[src/rtl/dac_filter_pkg.sv]
// Shared defaults and FSM state type for the DAC channel FIR coefficient loader.
// Optional readback is enabled with DAC_FILTER_LOADER_READBACK_EN.
package dac_filter_pkg;

  localparam int COEF_WIDTH_DEF = 25;
  localparam int LEN_DEF        = 21;

  typedef enum logic [1:0] {
    IDLE = 2'd0,
    LOAD = 2'd1,
    GAP  = 2'd2,
    DONE = 2'd3
  } loader_state_t;

endpackage

[src/rtl/dac_coef_bank.sv]
// LEN x COEF_WIDTH shadow register bank: one write port, one asynchronous read port,
// plus a registered readback port when DAC_FILTER_LOADER_READBACK_EN is defined.
module dac_coef_bank #(
  parameter int LEN        = 21,
  parameter int COEF_WIDTH = 25,
  parameter int ADDR_W     = 5
) (
  input  logic                  clk,
  input  logic                  we,
  input  logic [ADDR_W-1:0]     waddr,
  input  logic [COEF_WIDTH-1:0] wdata,
  input  logic [ADDR_W-1:0]     raddr,
`ifdef DAC_FILTER_LOADER_READBACK_EN
  input  logic [ADDR_W-1:0]     rb_addr,
  output logic [COEF_WIDTH-1:0] rb_data,
`endif
  output logic [COEF_WIDTH-1:0] rdata
);

  logic [COEF_WIDTH-1:0] mem [LEN];

  // Contents deliberately survive reset so a reset mid-load can be followed by a reload.
  always_ff @(posedge clk) begin
    if (we) mem[waddr] <= wdata;
  end

  assign rdata = mem[raddr];

`ifdef DAC_FILTER_LOADER_READBACK_EN
  localparam logic [ADDR_W:0] LEN_EXT = (ADDR_W+1)'(LEN);

  always_ff @(posedge clk) begin
    rb_data <= ({1'b0, rb_addr} < LEN_EXT) ? mem[rb_addr] : '0;
  end
`endif

endmodule

[src/rtl/dac_filter_loader.sv]
// Streams the shadow coefficient bank into the FIR config port, highest index first.
// Optional registered readback ports are added by DAC_FILTER_LOADER_READBACK_EN.
module dac_filter_loader
  import dac_filter_pkg::*;
#(
  parameter int LEN        = LEN_DEF,
  parameter int COEF_WIDTH = COEF_WIDTH_DEF,
  parameter int CE_GAP     = 1,
  parameter int ADDR_W     = 5
) (
  input  logic                  clk,
  input  logic                  reset,
  input  logic                  wr_en,
  input  logic [ADDR_W-1:0]     wr_addr,
  input  logic [COEF_WIDTH-1:0] wr_data,
  input  logic                  start,
  input  logic                  abort,
  input  logic                  err_clr,
`ifdef DAC_FILTER_LOADER_READBACK_EN
  input  logic [ADDR_W-1:0]     rd_addr,
  output logic [COEF_WIDTH-1:0] rd_data,
`endif
  output logic [COEF_WIDTH-1:0] cfg_din,
  output logic                  cfg_ce,
  output logic                  busy,
  output logic                  done,
  output logic                  aborted,
  output logic                  err
);

  // Handshake: wr_en/start/abort/err_clr are single-cycle requests sampled at posedge clk;
  // cfg_ce is a one-cycle strobe and the filter samples cfg_din only while cfg_ce=1.
  localparam int GAP_W = (CE_GAP > 1) ? $clog2(CE_GAP) : 1;
  localparam logic [ADDR_W-1:0] IDX_TOP  = ADDR_W'(LEN - 1);
  localparam logic [GAP_W-1:0]  GAP_INIT = GAP_W'((CE_GAP > 0) ? CE_GAP - 1 : 0);
  localparam logic [ADDR_W:0]   LEN_EXT  = (ADDR_W+1)'(LEN);

  loader_state_t         state_q, state_d;
  logic [ADDR_W-1:0]     idx_q, idx_d;
  logic [GAP_W-1:0]      gap_q, gap_d;
  logic [COEF_WIDTH-1:0] din_q;
  logic [COEF_WIDTH-1:0] bank_word;
  logic                  aborted_q, err_q;
  logic                  abort_hit;
  logic                  addr_ok, wr_ok, err_set;

  assign busy    = (state_q != IDLE);
  assign addr_ok = ({1'b0, wr_addr} < LEN_EXT);
  assign wr_ok   = wr_en && !busy && addr_ok;
  assign err_set = (wr_en && (busy || !addr_ok)) || (start && busy);

  dac_coef_bank #(
    .LEN        (LEN),
    .COEF_WIDTH (COEF_WIDTH),
    .ADDR_W     (ADDR_W)
  ) u_bank (
    .clk     (clk),
    .we      (wr_ok),
    .waddr   (wr_addr),
    .wdata   (wr_data),
    .raddr   (idx_q),
`ifdef DAC_FILTER_LOADER_READBACK_EN
    .rb_addr (rd_addr),
    .rb_data (rd_data),
`endif
    .rdata   (bank_word)
  );

  always_comb begin
    state_d   = state_q;
    idx_d     = idx_q;
    gap_d     = gap_q;
    abort_hit = 1'b0;
    case (state_q)
      IDLE: begin
        if (start && !abort) begin
          state_d = LOAD;
          idx_d   = IDX_TOP;
        end
      end
      LOAD: begin
        if (abort) begin
          state_d   = IDLE;
          abort_hit = 1'b1;
        end else if (idx_q == '0) begin
          state_d = DONE;
        end else if (CE_GAP > 0) begin
          state_d = GAP;
          gap_d   = GAP_INIT;
        end else begin
          idx_d = idx_q - ADDR_W'(1);
        end
      end
      GAP: begin
        if (abort) begin
          state_d   = IDLE;
          abort_hit = 1'b1;
        end else if (gap_q == '0) begin
          state_d = LOAD;
          idx_d   = idx_q - ADDR_W'(1);
        end else begin
          gap_d = gap_q - GAP_W'(1);
        end
      end
      DONE:    state_d = IDLE;
      default: state_d = IDLE;
    endcase
  end

  // cfg_din follows the bank only during a strobe and otherwise holds the last word sent.
  assign cfg_ce  = (state_q == LOAD);
  assign cfg_din = cfg_ce ? bank_word : din_q;
  assign done    = (state_q == DONE);
  assign aborted = aborted_q;
  assign err     = err_q;

  always_ff @(posedge clk) begin
    if (!reset) begin
      state_q   <= IDLE;
      idx_q     <= IDX_TOP;
      gap_q     <= '0;
      din_q     <= '0;
      aborted_q <= 1'b0;
      err_q     <= 1'b0;
    end else begin
      state_q   <= state_d;
      idx_q     <= idx_d;
      gap_q     <= gap_d;
      din_q     <= cfg_din;
      aborted_q <= abort_hit;
      err_q     <= err_set | (err_q & ~err_clr);
    end
  end

endmodule

[config.mk]
export PLATFORM = sky130hd
export DESIGN_NAME = dac_filter_loader
export DESIGN_NICKNAME = d
export VERILOG_FILES = /design/src/rtl/dac_filter_pkg.sv /design/src/rtl/dac_coef_bank.sv /design/src/rtl/dac_filter_loader.sv
export SDC_FILE = /design/constraint.sdc
export NUM_CORES = 1
export LEC_CHECK = 0
export CORE_ASPECT_RATIO = 1.5
export CORE_UTILIZATION = 56
export CTS_CLUSTER_DIAMETER = 80
export DETAILED_ROUTE_END_ITERATION = 7
export PLACE_DENSITY = 0.73
export SLEW_MARGIN = 20
export SYNTH_ARGS = -nofsm -noshare
export SYNTH_HDL_FRONTEND = slang
export SYNTH_SLANG_ARGS = --single-unit
export TNS_END_PERCENT = 50
[constraint.sdc]
create_clock -name clk -period 8.2 [get_ports clk]
set_clock_uncertainty 0.05 [all_clocks]
set_input_delay 2.05 -clock clk [delete_from_list [all_inputs] [get_ports clk]]
set_output_delay 2.05 -clock clk [all_outputs]
set_load 0.02 [all_outputs]
==> impl_results.md <==
- Status: finished, final reports clean
- CP required: 6.10 ns
- Hold Vio Cnt, Final: 0
- CTS tree: built
- Worst setup path endpoint: cfg_din[14]
- Leak: 8.333 nW
- Global route overflow: 0
- Syn Area/Cell: 19.44 µm²
- Most frequent cell after synthesis: edfxtp_1
- Root Buffer: clkbuf_16
- Fmax: 0.1667 GHz
- Initial antenna violation count: 1
- Resize count post-CTS: 0
- First-pass GRT wire length: 73090 µm
- EDFF count, synth: 525
- Syn_nets: 1185
- Die ar.: 40530 µm²
- Drt drc: 0
- Final TNS setup: 0 ns
- Crit Path Category: reg2out
- Synthesized area: 22240 µm²
- Yosys top cell by area: edfxtp_1
- Wire per inst: 28.29 µm
- Post-synth top cells: edfxtp_1 (525), mux2i_1 (78), nor2_1 (68)
- Ys async rst share: 0%
- Hold Path Class: reg2reg
- Via-to-Cell Ratio: 6.382
- RSZ-0062 raised after global routing: no
- Power per cell area: 232.2 nW/µm²
- Post-synth cell types: 41
- Synth warn: 0
- Main flop type after synthesis: edfxtp_1
- Gate Count Post-Synth: 1144
- Vias in the first global route: 11.64k
- Initial Utilization: 56.74%
- Crit path largest cell delay: 0.73 ns
- Reg clk slew, reported paths: 0.07 ns
- Num rows: 89
- Tightest Pin Transition: 1.120 ns
- Worst r2r path cells: 5
- Num CTS Buffers: 49
- Slew headroom: 25.18%
- Yosys reg bits: 564
- Post-synthesis sequential area ratio: 74.39%
- Post-DP HPWL: 27000 µm
- Synth top area share: 70.88%
- Clock Latency Late Sink: 0.57 ns
- Hold-fix buffers, CTS: 0
- Detailed Route WL: 49960 µm
- Flop2flop setup slack: 5.24 ns
- Worst Setup Start Kind: flip-flop
- Die Wd: 164.7 µm
- Clock Tree Buf Depth: 3
- Ranking of synthesized cells by area: edfxtp_1 (71%), mux4_1 (4.8%), dfxtp_1 (3.5%)
- Period Utilization, post-route: 73.17%
- TritonRoute pass-1 iters: 5
- Fill count: 2582
- Setup violators final: 0
- IO Pins: 66
- Kind of end point of the critical path: output port
- Share of layout cells above drive strength 1: 19.05%
- Multi-input gate area: 5466 µm²
- CP Cell Sequence: buf_4, mux4_1, mux2_2, a2111oi_2, nor2_1, clkdlybuf4s50_1
- Die height: 246.1 µm
- Max cap viols: 0
- Worst vdd ir: 0.1739 mV
- Maximum fanout along the worst path: 33
- Final antenna-violating net count: 0
- # clock sinks: 564
- CP arrival: 3.90 ns
- CP max stage cell: dfxtp_4
- Port Buf Inserts: 65
- Final net count: 1269
- RR Endpoint: din_q[13]
- Iter 0 DRT Violations: 1065
- H-tree depth: 2
- Setup repair bufs after CTS: 0
- Final max-slew violation count: 0
- Placer Congestion: 0.7728
- Core area: 39200 µm²
- Final Critical Period: 6.000 ns
- FF+latch area: 16560 µm²
- Largest net degree at the start of global routing: 72
- DR vias: 11.27k
- Overall routing resource usage: 25.55%
- Layout area overhead: 13.29%
- Total power draw: 5.850 mW
## worst min path at each step
stage	cells past startpoint	end	slack [ns]	startpoint
3_3_place_gp	2	din_q[24]	0.42	din_q[24]
5_1_grt	2	din_q[24]	0.48	din_q[24]
2_1_floorplan	2	din_q[24]	0.41	din_q[24]
4_1_cts	2	din_q[24]	0.45	din_q[24]
6_report	2	din_q[24]	0.45	din_q[24]
3_5_place_dp	2	din_q[24]	0.43	din_q[24]
## metrics by stage
step                      worst slack [ns]  hold slack, ns  instances  area (µm²)  util, %
after floorplan                      2.880          0.4076       1144       22240        -
after global placement               2.778          0.4206       1675       23570    60.13
after detailed placement             2.743          0.4306       1677       23620    60.25
after CTS                            2.122          0.4486       1765       25200    64.28
after global routing                 1.997          0.4814       1766       25200    64.28
final                                2.200          0.4487       1766       25200    64.28
## layer usage
metal	up-vias	GRT usage (%)	share of wire, %
met5	-	0	0
met4	0	11.87	4.2
met3	126	4.882	6.6
met2	482	42.42	51
met1	5778	32.42	38
li1	4884	-	-
## worst max-delay path, delay by kind of cell (launching register included)
family / cells / cell delay (ns)
buffers and inverters: 2 / 1.03
DFF: 1 / 0.73
AOI/OAI and AO/OA: 1 / 0.44
muxes: 2 / 0.95
and+or+nand+nor: 1 / 0.12
## kinds of logic (layout without fill, tap and decap cells)
group / after synthesis / count (layout) / share of synthesized area (%)
xor gates and xnor gates: 4 / 4 / 0.1575
and+or+nand+nor: 154 / 154 / 3.662
other: 0 / 1 / 0
buffers and inverters: 73 / 194 / 1.643
DFF: 564 / 564 / 74.39
muxes: 205 / 205 / 14.43
AOI/OAI and AO/OA: 139 / 139 / 5.434
adders and majority gates: 5 / 5 / 0.2813
## layout make-up
type,instances,share of cell area [%]
multi-input combinational,507,21.69
inverter,9,0.1341
antenna,1,0.009931
timing repair buffer,97,3.714
clock buffer,61,5.253
sequential,564,65.70
clock inverter,27,1.008
tap,500,2.483
## cells in the final DEF (no fill, tap or decap), types with 3 or more instances in the layout
cell type        Yosys  routed
nand4_1              3       3
xnor2_1              4       4
buf_4                7      29
a21oi_1             27      27
mux2_2              52      52
nand2b_1            25      25
bufinv_16            0       5
nor3_2               0      10
or3b_2               3       3
clkinv_2             0       9
o22ai_1             24      24
a2111oi_2           24      24
a221o_1             24      24
inv_1                8       7
mux4_1              41      41
mux4_2              34      34
ha_1                 5       4
o21a_1               4       4
clkdlybuf4s50_1      0      65
mux2i_1             78      78
nor2_1              68      57
clkinv_1             1      12
nor3b_1             25      25
o2bb2ai_1           25      25
nand2_1              5       5
o21ai_0              4       4
nor2_4               0      11
edfxtp_1           525     525
clkbuf_1            33       9
dfxtp_1             39      35
nand3b_1             5       5
clkbuf_16            0      51
## power by group
part / leakage, nW / switching (mW) / total [mW] / internal, mW
Combinational: 2.51 / 0.205 / 0.366 / 0.160
Sequential: 5.04 / 0.0261 / 3.20 / 3.17
Clock: 0.778 / 0.989 / 2.29 / 1.30
Total: 8.33 / 1.22 / 5.85 / 4.63
## flip-flops by register name (all words and copies together) (netlist names), named ones only
| name | count |
|---|---|
| state_q | 2 |
| u_bank.mem | 525 |
| err | 1 |
| aborted | 1 |
| din_q | 25 |
| idx_q | 5 |
(Power assumes the default switching activity.)
